<file path="src/rtl/mem_arbiter.sv">
// mem_arbiter
//   Shares one single-port, variable-latency memory between instruction fetch
//   and the data-memory stage. Data normally wins; a starvation counter forces
//   a fetch grant after STARVE_LIMIT consecutive data grants while fetch waits.
//   Only one transaction is open at a time, and each requester gets a single
//   cycle ready pulse when its access completes.
//
// Ports
//   clk, rst_n                clock, asynchronous active-low reset
//   if_req/if_addr            fetch request (level) and word-aligned address
//   if_rdata/if_ready         fetched word, one-cycle completion pulse
//   d_read/d_write/d_byte     data access flags from the decoder (level)
//   d_addr/d_wdata            data byte address and store data
//   d_rdata/d_ready           load data (byte loads zero-extended), pulse
//   mem_req/mem_we/mem_byte   memory request (level until mem_ready) + flags
//   mem_addr/mem_wdata        memory address and write data
//   mem_rdata/mem_ready       memory read data and one-cycle completion pulse
//   misalign_err              sticky: word data access with d_addr[1:0] != 0
//   proto_err                 sticky: d_read and d_write both high at grant
module mem_arbiter #(
  parameter int ADDR_WIDTH   = 32,
  parameter int DATA_WIDTH   = 32,
  parameter int STARVE_LIMIT = 2
) (
  input  logic                  clk,
  input  logic                  rst_n,
  input  logic                  if_req,
  input  logic [ADDR_WIDTH-1:0] if_addr,
  output logic [DATA_WIDTH-1:0] if_rdata,
  output logic                  if_ready,
  input  logic                  d_read,
  input  logic                  d_write,
  input  logic                  d_byte,
  input  logic [ADDR_WIDTH-1:0] d_addr,
  input  logic [DATA_WIDTH-1:0] d_wdata,
  output logic [DATA_WIDTH-1:0] d_rdata,
  output logic                  d_ready,
  output logic                  mem_req,
  output logic                  mem_we,
  output logic                  mem_byte,
  output logic [ADDR_WIDTH-1:0] mem_addr,
  output logic [DATA_WIDTH-1:0] mem_wdata,
  input  logic [DATA_WIDTH-1:0] mem_rdata,
  input  logic                  mem_ready,
  output logic                  misalign_err,
  output logic                  proto_err
);

  typedef enum logic [1:0] {
    IDLE = 2'd0,
    BUSY = 2'd1,
    RESP = 2'd2
  } state_t;

  localparam logic [3:0] LIMIT = 4'(STARVE_LIMIT);

  state_t     state_q, state_d;
  logic       grant_id;     // owner of the open transaction: 0 fetch, 1 data
  logic [3:0] starve_cnt;

  logic d_pend;
  logic grant_any;
  logic grant_data;
  logic misalign;

  // Arbitration and next state. Only evaluated as a grant while in IDLE.
  // NOTE: every signal driven here gets a default first, so no path through
  // the case statement can leave one unassigned and infer a latch.
  always_comb begin
    d_pend     = d_read | d_write;
    grant_any  = 1'b0;
    grant_data = 1'b0;
    misalign   = 1'b0;
    state_d    = state_q;
    case (state_q)
      IDLE: begin
        grant_any  = d_pend | if_req;
        // Fetch only wins a collision once data has used up its quota.
        grant_data = d_pend && !(if_req && (starve_cnt == LIMIT));
        misalign   = grant_data && !d_byte && (d_addr[1:0] != 2'b00);
        if (grant_any) state_d = misalign ? RESP : BUSY;
      end
      BUSY:    if (mem_ready) state_d = RESP;
      RESP:    state_d = IDLE;
      default: state_d = IDLE;
    endcase
  end

  // NOTE: all state uses non-blocking assignments so every register samples
  // values from before the edge, independent of statement order.
  always_ff @(posedge clk or negedge rst_n) begin
    if (!rst_n) state_q <= IDLE;
    else        state_q <= state_d;
  end

  // Request/response datapath.
  // NOTE: every register here, including the wide data registers, has an
  // asynchronous reset so the outputs are all zero the moment reset asserts
  // and an in-flight request is dropped immediately.
  always_ff @(posedge clk or negedge rst_n) begin
    if (!rst_n) begin
      grant_id     <= 1'b0;
      starve_cnt   <= '0;
      mem_req      <= 1'b0;
      mem_we       <= 1'b0;
      mem_byte     <= 1'b0;
      mem_addr     <= '0;
      mem_wdata    <= '0;
      if_rdata     <= '0;
      d_rdata      <= '0;
      misalign_err <= 1'b0;
      proto_err    <= 1'b0;
    end else begin
      case (state_q)
        IDLE: begin
          if (grant_any) begin
            grant_id <= grant_data;
            if (grant_data) begin
              // A read+write collision is treated as a write.
              mem_we     <= d_write;
              mem_byte   <= d_byte;
              mem_addr   <= d_addr;
              mem_wdata  <= d_wdata;
              starve_cnt <= !if_req ? 4'd0 :
                            (starve_cnt == LIMIT) ? starve_cnt : starve_cnt + 4'd1;
              if (d_read && d_write) proto_err <= 1'b1;
              if (misalign) begin
                // Short-circuit straight to the response; memory never sees it.
                misalign_err <= 1'b1;
                d_rdata      <= '0;
              end else begin
                mem_req <= 1'b1;
              end
            end else begin
              mem_we     <= 1'b0;
              mem_byte   <= 1'b0;
              mem_addr   <= if_addr;
              mem_wdata  <= '0;
              starve_cnt <= '0;
              mem_req    <= 1'b1;
            end
          end
        end
        BUSY: begin
          if (mem_ready) begin
            mem_req <= 1'b0;
            if (grant_id) begin
              d_rdata <= mem_byte ? {{(DATA_WIDTH-8){1'b0}}, mem_rdata[7:0]}
                                  : mem_rdata;
            end else begin
              if_rdata <= mem_rdata;
            end
          end
        end
        default: ;
      endcase
    end
  end

  // Ready pulses are decoded from the one-cycle RESP state.
  assign if_ready = (state_q == RESP) && !grant_id;
  assign d_ready  = (state_q == RESP) &&  grant_id;

endmodule
</file>
<file path="config.mk">
export PLATFORM = sky130hd
export DESIGN_NAME = mem_arbiter
export DESIGN_NICKNAME = d
export VERILOG_FILES = /design/src/rtl/mem_arbiter.sv
export SDC_FILE = /design/constraint.sdc
export NUM_CORES = 1
export LEC_CHECK = 0
export ABC_AREA = 1
export CAP_MARGIN = 40
export CORE_MARGIN = 3
export CORE_UTILIZATION = 30
export CTS_CLUSTER_SIZE = 40
export DETAILED_ROUTE_END_ITERATION = 12
export DONT_BUFFER_PORTS = 1
export GPL_ROUTABILITY_DRIVEN = 0
export SLEW_MARGIN = 20
export SYNTH_ARGS = -nofsm -noshare
export SYNTH_HDL_FRONTEND = slang
export SYNTH_SLANG_ARGS = --single-unit
</file>
<file path="constraint.sdc">
create_clock -name clk -period 3.6 [get_ports clk]
set_input_delay 0.36 -clock clk [delete_from_list [all_inputs] [get_ports clk]]
set_output_delay 0.36 -clock clk [all_outputs]
set_load 0.02 [all_outputs]
</file>
==> impl_metrics.yaml <==
cells_and_area:
  n_antenna_cell: 0
  drive_above_1_share_pct: 6.932
  syn_to_final_growth_pct: 12.72
  fin_nets: 903
  stdcell_count: 1049
detailed_routing:
  dr_wl_met2_um: 7957
  via_count: 4842
  drt_iter0_drc: 187
  dr_wl_met3_um: 1970
  firstDrtPassIters: 4
  drc: 0
  totalWireLength_um: 17360
  drt-met1-wl_um: 7281
  ant_nets: 0
  via_per_inst: 4.616
  top_layer: "met4"
  wl_per_cell_um: 16.55
timing:
  finClkSkew_ns: 0.008977
  setup_tns_ns: 0
  worstMarginPinSlew_ns: 0.8002
  hold_viol_final: 0
  setup_viol_count_final: 0
  rsz0062_at_grt: "false"
  fin_ws_ns: 0.9379
  slew_viol_final: 0
  max_freq_ghz: 0.3756
  period_minus_slack_ns: 2.662
  fin_crit_sh_pct: 73.95
  slew_headroom_pct: 46.24
global_routing:
  grt_pass1_vias: 4774
  grt_pass1_wl_um: 26280
  antenna_found_initial: 0
  grt_use_total_pct: 14.77
  grt_start_max_net_pins: 141
  gr-total-overflow: 0
status:
  status: "finished clean"
critical_path:
  path_cells: "inv_1 -> ha_1 -> nand2_1 -> inv_2 -> nand2_2 -> nand3_1 -> nand2_2 -> nand2_4 -> nand2_1 -> nand2_1"
  worstSetupPathType: "reg2reg"
  crit_required_ns: 3.89
  critPathArrivalTime_ns: 2.95
  cp_slowest_stage_delay_ns: 0.50
  endpoint_kind: "flip-flop"
  cp_slowest_cell: "nand2_2"
  crit_family: "simple AND/OR/NAND/NOR gates"
  crit_fanout: 35
  critPathLaunchType: "flip-flop"
  crit_top_cell: "nand2_1"
  critical_path_buf_inv_count: 2
yosys:
  synth-seq-area-share_pct: 55.57
  synthFlopType: "dfrtp_1"
  ys_ff_latch: 140
  syn_nets: 920
  yosys-top-cells-area: "dfrtp_1 (56%), nand2_1 (18%), inv_1 (6.1%), nand3_1 (4.7%), nand4_1 (4.1%)"
  yosysTopAreaCell: "dfrtp_1"
  yosysWarnings: 0
  syn_inst: 783
  synth_top_area_share_pct: 55.57
  synthTopCellsByCount: "nand2_1 (305), dfrtp_1 (140), inv_1 (102)"
  syn_area_um2: 6305
  synth_most_common_cell: "nand2_1"
  synth_cell_type_count: 26
  synth_area_per_cell_um2: 8.052
  synth_edf_count: 0
  async_flop_share_pct: 100.0
cts:
  clkTransAtPathRegs_ns: 0.07
  cts_buffer_depth: 2
  clk_latency_ns: 0.41
  cts_tree: "built"
  cts-root-buf: "clkbuf_16"
  cts_resized: 0
  post_cts_buffers: 0
  clock-sinks: 140
  cts_buffers: 17
  cts_max_level: 4
flow_run:
  maxCapViolCount: 0
power_and_ir_drop:
  power_leakage_uw: 0.003900
  ir_drop_uv: 402.6
  power_density_nw_per_um2: 1058
die:
  core_area_um2: 20430
  die_y_um: 151.0
  die_x_um: 151.0
  dieArea_um2: 22790
  start_util_pct: 30.86
  ios: 270
  rows: 52
place:
  place_ws_ns: 0.9368
  placedCellCount: 1014
  io_buffers: 0
  dp_hpwl_um: 11890
worst_hold_path:
  hp-class: "in2reg"
==> timing repair <==
action / CTS / global route
hold buffers: 2 / 0
setup endpoints to repair: 0 / 0
hold endpoints to repair: 140 / 0
==> final cells by class <==
cell class | instances | area, µm²
Timing Repair Buffer | 7 | 80.08
Clock buffer | 18 | 439.2
Tap cell | 270 | 337.8
Fill cell | 2158 | 13320
Sequential cell | 140 | 3503
Clock inverter | 14 | 156.4
Inverter | 108 | 405.4
Multi-Input combinational cell | 492 | 2185
==> power breakdown <==
group / leakage, µW / total, µW / switching (µW) / internal [µW]
logic: 0.00184 / 1960 / 1360 / 597
registers: 0.00177 / 3790 / 1490 / 2300
clock network: 0.000286 / 1780 / 723 / 1050
==> logic make-up after synthesis <==
logic type / Yosys count / share of synthesized area (%)
xor gates and xnor gates: 2 / 0.2779
DFF: 140 / 55.57
adders and majority gates: 2 / 0.3968
and+or+nand+nor: 444 / 30.22
buffers and inverters: 151 / 9.903
AOI/OAI and AO/OA: 44 / 3.632
==> cells in the final DEF, fill, tap and decap left out, types with 2 or more instances in the layout <==
cell	synthesis	routed
nand2_2	3	3
nor2_1	27	27
o21ai_0	4	4
clkinvlp_4	0	3
inv_1	102	102
nor3_1	2	2
inv_2	5	5
nand4_1	41	41
dfrtp_1	140	140
ha_1	2	2
nand3_1	59	59
bufinv_16	0	2
clkinv_2	0	2
o21ai_1	37	37
clkbuf_16	0	17
buf_4	0	3
nand2_1	305	305
clkinv_4	0	2
nor2_4	3	3
inv_6	0	4
==> final timing paths <==
path	slack (ns)	cells past startpoint	endpoint	from
worst max register to register	0.94	10	d_rdata[4]	starve_cnt[0]
worst max-delay path	0.94	10	d_rdata[4]	starve_cnt[0]
worst min-delay path	0.06	2	mem_wdata[24]	d_wdata[24]
min in group asynchronous	0.59	2	if_rdata[1]	rst_n
worst min register to register	0.54	2	starve_cnt[3]	starve_cnt[3]
max in group asynchronous	2.47	2	mem_addr[11]	rst_n
==> metrics by stage <==
stage | power, µW | instance area (µm²) | util, % | hold WS (ns)
final | 7519 | 7107 | 34.79 | 0.05604
after global routing | 8071 | 7107 | 34.79 | 0.03107
after global placement | 5692 | 6454 | 31.59 | 0.06732
after floorplan | 5210 | 6305 | - | 0.06441
after CTS | 7606 | 7092 | 34.71 | 0.02567
after detailed placement | 5749 | 6459 | 31.61 | 0.06743
==> sequential cells by signal (all words and copies together) (netlist names), 2 cells and up <==
signal / cells
starve_cnt: 4
mem_addr: 32
if_rdata: 32
d_rdata: 32
mem_wdata: 32
state_q: 2
==> per-layer routing <==
layer,vias to the layer above,GRT usage [%]
met2,235,23.84
met3,10,6.433
met4,0,3.898
li1,2384,-
met5,-,0
met1,2213,18.11
Power figures use the tool's default switching activity.
